<file path="config.mk">
export PLATFORM = sky130hd
export DESIGN_NAME = div_sequencer
export DESIGN_NICKNAME = d
export VERILOG_FILES = /design/src/rtl/div_pkg.sv /design/src/rtl/div_special_case.sv /design/src/rtl/div_sequencer.sv
export SDC_FILE = /design/constraint.sdc
export NUM_CORES = 1
export LEC_CHECK = 0
export BUFFER_PORTS_ARGS = -buffer_cell sky130_fd_sc_hd__buf_2
export CAP_MARGIN = 15
export CORE_ASPECT_RATIO = 0.5
export CORE_MARGIN = 4
export CORE_UTILIZATION = 44
export DETAILED_ROUTE_END_ITERATION = 8
export GPL_TIMING_DRIVEN = 1
export PLACE_DENSITY = 0.77
export SETUP_SLACK_MARGIN = 0.2
export SYNTH_ARGS = -nofsm -noshare
export SYNTH_HDL_FRONTEND = slang
export SYNTH_HIERARCHICAL = 1
export SYNTH_SLANG_ARGS = --single-unit
export TNS_END_PERCENT = 5
</file>
<file path="constraint.sdc">
create_clock -name clk -period 1.7 [get_ports clk]
set_input_delay 0.34 -clock clk [delete_from_list [all_inputs] [get_ports clk]]
set_output_delay 0.34 -clock clk [all_outputs]
set_load 0.02 [all_outputs]
</file>
<file path="src/rtl/div_pkg.sv">
// -----------------------------------------------------------------------------
// div_pkg
// Shared types and constants for the divide issue/stall controller.
//   div_op_e         : divide op encoding (DIV, DIVU, REM, REMU), same as req_op
//   div_seq_state_e  : controller state encoding
//   INT_MIN          : most negative 32-bit signed value
//   DIV_NOMINAL_LATENCY : accept-to-response cycles on the divider path
// -----------------------------------------------------------------------------
package div_pkg;

  typedef enum logic [1:0] {
    OP_DIV  = 2'b00,
    OP_DIVU = 2'b01,
    OP_REM  = 2'b10,
    OP_REMU = 2'b11
  } div_op_e;

  typedef enum logic [2:0] {
    S_IDLE,
    S_LAUNCH,
    S_WAIT,
    S_RESP,
    S_DRAIN
  } div_seq_state_e;

  localparam logic [31:0] INT_MIN             = 32'h8000_0000;
  localparam int unsigned DIV_NOMINAL_LATENCY = 37;

  // True for ops returning the quotient, false for ops returning the remainder.
  function automatic logic op_is_quotient(input div_op_e op);
    return (op == OP_DIV) || (op == OP_DIVU);
  endfunction

endpackage

</file>
<file path="src/rtl/div_special_case.sv">
// -----------------------------------------------------------------------------
// div_special_case
// Combinational RISC-V divide corner-case table. Flags operand combinations
// whose result is architecturally fixed and supplies that result, so the
// controller can answer without starting the iterative divider.
//   op     in  2     divide op (div_op_e)
//   a      in  XLEN  dividend
//   b      in  XLEN  divisor
//   hit    out 1     operands form a special case
//   result out XLEN  fixed result when hit (0 otherwise)
// -----------------------------------------------------------------------------
module div_special_case
  import div_pkg::*;
#(
  parameter int unsigned XLEN = 32
) (
  input  div_op_e         op,
  input  logic [XLEN-1:0] a,
  input  logic [XLEN-1:0] b,
  output logic            hit,
  output logic [XLEN-1:0] result
);

  localparam logic [XLEN-1:0] MIN_NEG = {1'b1, {(XLEN-1){1'b0}}};

  logic signed_overflow;

  assign signed_overflow = (a == MIN_NEG) && (b == '1);

  always_comb begin
    hit    = 1'b0;
    result = '0;
    if (b == '0) begin
      // Divide by zero: quotient is all-ones, remainder is the dividend.
      hit    = 1'b1;
      result = op_is_quotient(op) ? '1 : a;
    end else if (signed_overflow && (op == OP_DIV)) begin
      hit    = 1'b1;
      result = MIN_NEG;
    end else if (signed_overflow && (op == OP_REM)) begin
      hit    = 1'b1;
      result = '0;
    end
  end

endmodule

</file>
<file path="src/rtl/div_sequencer.sv">
// -----------------------------------------------------------------------------
// div_sequencer
// Issue/stall controller between the execute stage and an iterative divider.
// Accepts one divide request at a time, stalls the pipeline, launches the
// divider, waits for its done pulse and returns the result with its rd.
// Divide-by-zero and signed overflow are answered locally one cycle after
// acceptance. Flushed in-flight divides are drained so the stale done pulse
// cannot be mistaken for a later request's result.
//
// Optional build macro: DIV_RESULT_CACHE_EN
//   When defined, a one-entry {op, a, b, result} cache answers a repeated
//   divider-path request one cycle after acceptance with no divider start.
//
// Ports:
//   clk, rst_n          clock, asynchronous active-low reset
//   req_valid           divide instruction present in execute
//   req_op              00 DIV, 01 DIVU, 10 REM, 11 REMU
//   req_a, req_b        dividend, divisor
//   req_rd              destination register
//   flush               kill the current request
//   stall               hold the pipeline (req_valid & ~resp_valid)
//   resp_valid          one-cycle result strobe
//   resp_data, resp_rd  result and its destination
//   div_start           one-cycle divider start pulse
//   div_op              divider op select
//   div_num, div_den    divider operands, stable from launch to done
//   div_result          divider result, valid with div_done
//   div_done            divider completion pulse
// -----------------------------------------------------------------------------
module div_sequencer
  import div_pkg::*;
#(
  parameter int unsigned XLEN = 32,
  parameter int unsigned RD_W = 5
) (
  input  logic            clk,
  input  logic            rst_n,
  input  logic            req_valid,
  input  logic [1:0]      req_op,
  input  logic [XLEN-1:0] req_a,
  input  logic [XLEN-1:0] req_b,
  input  logic [RD_W-1:0] req_rd,
  input  logic            flush,
  output logic            stall,
  output logic            resp_valid,
  output logic [XLEN-1:0] resp_data,
  output logic [RD_W-1:0] resp_rd,
  output logic            div_start,
  output logic [1:0]      div_op,
  output logic [XLEN-1:0] div_num,
  output logic [XLEN-1:0] div_den,
  input  logic [XLEN-1:0] div_result,
  input  logic            div_done
);

  div_seq_state_e  state;
  logic            resp_valid_q;
  logic            from_div_q;

  logic            sc_hit;
  logic [XLEN-1:0] sc_result;

  logic            cache_hit;
  logic [XLEN-1:0] cache_result;

  div_special_case #(
    .XLEN (XLEN)
  ) u_special_case (
    .op     (div_op_e'(req_op)),
    .a      (req_a),
    .b      (req_b),
    .hit    (sc_hit),
    .result (sc_result)
  );

`ifdef DIV_RESULT_CACHE_EN
  logic            cache_valid;
  logic [1:0]      cache_op;
  logic [XLEN-1:0] cache_a;
  logic [XLEN-1:0] cache_b;
  logic [XLEN-1:0] cache_res;

  // div_op/div_num/div_den still hold the launched operands while in RESP,
  // so they double as the cache tag source.
  always_ff @(posedge clk or negedge rst_n) begin
    if (!rst_n) begin
      cache_valid <= 1'b0;
      cache_op    <= '0;
      cache_a     <= '0;
      cache_b     <= '0;
      cache_res   <= '0;
    end else if ((state == S_RESP) && from_div_q && !flush) begin
      cache_valid <= 1'b1;
      cache_op    <= div_op;
      cache_a     <= div_num;
      cache_b     <= div_den;
      cache_res   <= resp_data;
    end
  end

  assign cache_hit    = cache_valid && (cache_op == req_op) &&
                        (cache_a == req_a) && (cache_b == req_b);
  assign cache_result = cache_res;
`else
  assign cache_hit    = 1'b0;
  assign cache_result = '0;
`endif

  // The strobe is registered, but a flush arriving in the RESP cycle itself
  // must still cancel it, hence the combinational gate.
  assign resp_valid = resp_valid_q & ~flush;
  assign stall      = req_valid & ~resp_valid;

  always_ff @(posedge clk or negedge rst_n) begin
    if (!rst_n) begin
      state        <= S_IDLE;
      resp_valid_q <= 1'b0;
      from_div_q   <= 1'b0;
      div_start    <= 1'b0;
      resp_data    <= '0;
      resp_rd      <= '0;
      div_op       <= '0;
      div_num      <= '0;
      div_den      <= '0;
    end else begin
      div_start    <= 1'b0;
      resp_valid_q <= 1'b0;
      case (state)
        S_IDLE: begin
          if (req_valid && !flush) begin
            resp_rd <= req_rd;
            if (sc_hit) begin
              resp_data    <= sc_result;
              resp_valid_q <= 1'b1;
              from_div_q   <= 1'b0;
              state        <= S_RESP;
            end else if (cache_hit) begin
              resp_data    <= cache_result;
              resp_valid_q <= 1'b1;
              from_div_q   <= 1'b0;
              state        <= S_RESP;
            end else begin
              div_op    <= req_op;
              div_num   <= req_a;
              div_den   <= req_b;
              div_start <= 1'b1;
              state     <= S_LAUNCH;
            end
          end
        end
        S_LAUNCH: begin
          // The start pulse is already on the wire; a flush here can only
          // redirect us to drain the divider's eventual done.
          state <= flush ? S_DRAIN : S_WAIT;
        end
        S_WAIT: begin
          if (div_done) begin
            if (flush) begin
              state <= S_IDLE;
            end else begin
              resp_data    <= div_result;
              resp_valid_q <= 1'b1;
              from_div_q   <= 1'b1;
              state        <= S_RESP;
            end
          end else if (flush) begin
            state <= S_DRAIN;
          end
        end
        S_DRAIN: begin
          if (div_done) begin
            state <= S_IDLE;
          end
        end
        S_RESP: begin
          state <= S_IDLE;
        end
        default: begin
          state <= S_IDLE;
        end
      endcase
    end
  end

endmodule

</file>
==> impl_metrics.env <==
export IMPL_clkPwrFrac_pct=24.2
export IMPL_cpLargestDelayFamily="simple AND/OR/NAND/NOR gates"
export IMPL_cts_root_buf="sky130_fd_sc_hd__clkbuf_16"
export IMPL_postLayoutCellArea_sq_um=7610
export IMPL_die_w_um=163
export IMPL_post_synth_inst_count=386
export IMPL_power_leakage_nw=3.90
export IMPL_synth_top_family_by_area="multiplexers"
export IMPL_rows=27
export IMPL_maxSlewHeadroom_pct=67.8
export IMPL_globalplace_congestion=0.820
export IMPL_core_region_area_sq_um=11400
export IMPL_drtAntennaViolNets=0
export IMPL_r2r_slack_ns=-0.12
export IMPL_overflow_left_after_global_routing=0
export IMPL_async_reset_ff_share_pct=100
export IMPL_crit_path_end_kind="register"
export IMPL_min_period_ns=2.45
export IMPL_timing_setup_critical_path_class="in2reg"
export IMPL_violations="setup timing"
export IMPL_min_path_type="in2reg"
export IMPL_number_of_enable_flip_flop_cells_after_synthesis=0
export IMPL_clk_pin_slew_worst_paths_ns=0.07
export IMPL_outcome="finished with violations"
export IMPL_grt_max_degree=47
export IMPL_compound_cell_area_share_of_the_yosys_netlist_pct=4.85
export IMPL_critical_path_peak_fanout=2
export IMPL_drt_first_iter_violations=180
export IMPL_synth_nets=494
export IMPL_die_height_um=85.4
export IMPL_placement_io_buffers=213
export IMPL_insertedDiodeCount=0
export IMPL_cell_internal_power_dissipation_mw=6.45
export IMPL_mux_cell_area_share_after_synthesis_pct=30.9
export IMPL_synth_sequential_area_ratio_pct=51.3
export IMPL_unique_masters_post_synth=37
export IMPL_synth_avg_cell_area_sq_um=13.6
export IMPL_cpMostUsedCell="sky130_fd_sc_hd__buf_4"
export IMPL_clock_insertion_delay_worst_skew_ns=0.33
export IMPL_ys_warnings_count=6
export IMPL_power_switching_fraction_pct=33.8
export IMPL_finalClockSkew_ns=0.00438
export IMPL_pin_count=214
export IMPL_post_dp_cell_area_sq_um=6930
export IMPL_layout_nets=775
export IMPL_clk_path_buf_depth=2
export IMPL_ir_drop_mv=0.534
export IMPL_cts_tree="done"
export IMPL_finalWorstSetupSlack_ns=-0.754
export IMPL_wl_per_cell_um=19.4
export IMPL_min_period_over_period_pct=144
export IMPL_pwr_density_cell_nw_per_um2=1280
export IMPL_syn_area_sq_um=5270
export IMPL_setup_violations_final=101
export IMPL_critical_path_slowest_cell="sky130_fd_sc_hd__or4b_4"
export IMPL_cp_buffers_inverters=7
export IMPL_yosys_area_share_xor_xnor_pct=0
export IMPL_rsz0062_at_grt="true"
export IMPL_net_switching_power_mw=3.30
export IMPL_tns_ns=-63.12
export IMPL_ys_flop_type="sky130_fd_sc_hd__dfrtp_1"
export IMPL_grt_total_usage_pct=22.7
export IMPL_drc=0
export IMPL_cts_sinks=108
export IMPL_synth_seq_cells=108
export IMPL_timing_critical_path_cells="buf_6, or4b_4, nor4_4, nand4_1, buf_4, buf_4, buf_6, buf_4, buf_4, buf_4, o21bai_1, mux2_4, mux2_4"
export IMPL_num_fill_cells=878
export IMPL_max_freq_mhz=408
export IMPL_final_wirelength_mm=16.1
export IMPL_synth_adder_area_share_pct=0
export IMPL_kind_of_launch_point_of_the_worst_setup_path="input port"
export IMPL_drt_pass1_iterations=4
export IMPL_wire_length_of_the_first_global_routing_pass_mm=25.0
export IMPL_post_synth_and_or_nand_nor_area_fraction_pct=6.63
export IMPL_layout_drive_gt1_share_pct=69.2
export IMPL_timing_final_max_slew_violations=0
export IMPL_slowest_delay_ns=0.57
export IMPL_antenna_found_initial=0
export IMPL_number_of_buffers_inserted_during_clock_tree_synthesis=9
export IMPL_sequential_share_of_power_pct=38.5
export IMPL_detailroute_via_count=4238
export IMPL_comb_power_share_pct=37.3
export IMPL_h_tree_depth=3
export IMPL_cap_viol_max_count=0
export IMPL_max_slew_worst_pin_slew_ns=0.479
export IMPL_floorplan_initialDensity_pct=46.4
export IMPL_dp_hpwl_mm=11.4
export IMPL_routed_via_density=5.10
export IMPL_area_growth_from_synthesis_to_layout_pct=44.5
export IMPL_worst_endpoint_arrival_ns=2.73
export IMPL_data_required_time_of_the_critical_path_ns=1.98
export IMPL_finalHoldViolCount=0
export IMPL_die_area_sq_um=13900
export IMPL_first_global_vias=4664
==> per-layer routing <==
| metal | vias to the layer above | GRT usage (%) | routed length, um |
|---|---|---|---|
| li1 | 1949 | - | - |
| met1 | 2120 | 28.1 | 6830 |
| met2 | 145 | 40.0 | 8100 |
| met3 | 24 | 4.95 | 899 |
| met4 | 0 | 7.15 | 277 |
| met5 | - | 0 | 0 |
==> flip-flops by register name (all words and copies together) (netlist names) <==
register / count
div_start: 1
div_num: 32
resp_valid_q: 1
div_den: 32
resp_data: 32
state: 3
div_op: 2
resp_rd: 5
==> through the flow <==
step	power (mW)	cells	hold WS [ns]	setup WS (ns)	utilization [%]
floorplan	5.90	386	0.0444	-0.716	-
global placement	7.22	801	0.282	-1.02	61.1
detailed placement	7.35	801	0.284	-1.09	61.1
CTS	9.78	829	0.228	-0.685	65.9
global route	10.2	831	0.230	-0.740	67.0
finish	9.75	831	0.237	-0.754	67.0
==> final timing paths <==
check | start | end | cells after the start
max | req_a[9] | resp_data[31] | 13
min | req_rd[2] | resp_rd[2] | 2
max reg2reg | state[2] | resp_data[12] | 5
min reg2reg | div_op[0] | div_op[0] | 1
max in group asynchronous | rst_n | div_den[5] | 3
min in group asynchronous | rst_n | resp_data[4] | 2
==> logic make-up (layout without fill, tap and decap cells) <==
group | after synthesis | count (layout)
buffers and inverters | 54 | 340
AOI/OAI and AO/OA | 40 | 40
DFF | 108 | 108
muxes | 135 | 135
and+or+nand+nor | 49 | 49
==> cell usage in the layout (no fill, tap or decap), drive strengths merged, types with 2 or more instances in the layout <==
master	Yosys	routed
nor2b	3	3
clkinv	0	2
a21oi	34	34
clkbuf	4	11
bufinv	0	3
or4	2	2
buf	18	289
nor4	16	16
inv	32	32
nand2b	2	2
dfrtp	108	108
clkinvlp	0	2
o21ai	2	2
or2	3	3
nor3b	2	2
nand2	3	3
nand4b	2	2
nand4	9	9
mux2	135	135
or3	2	2
==> power groups by stage <==
| stage | clock [mW] | sequential (mW) | combinational (mW) |
|---|---|---|---|
| 4_1_cts | 2.41 | 3.75 | 3.61 |
| 3_3_place_gp | 0 | 3.74 | 3.48 |
| 6_report | 2.36 | 3.75 | 3.64 |
| 5_1_grt | 2.52 | 3.84 | 3.83 |
| 2_1_floorplan | 0 | 4.69 | 1.21 |
| 3_5_place_dp | 0 | 3.79 | 3.56 |
==> cell usage after synthesis (all sizes together) (2+ instances only) <==
| master | number | share of area [%] |
|---|---|---|
| mux2 | 135 | 31 |
| dfrtp | 108 | 51 |
| a21oi | 34 | 4.1 |
| inv | 32 | 2.3 |
| buf | 18 | 3.7 |
| nor4 | 16 | 2.3 |
| nand4 | 9 | 1.1 |
| clkbuf | 4 | 0.29 |
| nand2 | 3 | 0.21 |
| nor2b | 3 | 0.36 |
| or2 | 3 | 0.36 |
| nand2b | 2 | 0.24 |
| nand4b | 2 | 0.33 |
| nor3b | 2 | 0.38 |
| o21ai | 2 | 0.19 |
| or3 | 2 | 0.33 |
| or4 | 2 | 0.29 |
==> repair_timing <==
action	CTS	global route
hold buffers	1	0
endpoints found under the setup margin	103	106
hold endpoints to repair	23	0
gates resized for setup	22	21
pin swaps	6	7
gates cloned	1	2
buffers inserted	10	0
==> cell type report <==
| cell class | instances | area [sq um] | share of cell area, % |
|---|---|---|---|
| sequential | 108 | 2700 | 35.5 |
| multi-input combinational | 224 | 2380 | 31.3 |
| timing repair buffer | 292 | 1870 | 24.5 |
| clock buffer | 9 | 225 | 2.96 |
| tap | 159 | 199 | 2.61 |
| inverter | 32 | 120 | 1.58 |
| clock inverter | 7 | 115 | 1.51 |
Power figures use the tool's default switching activity.
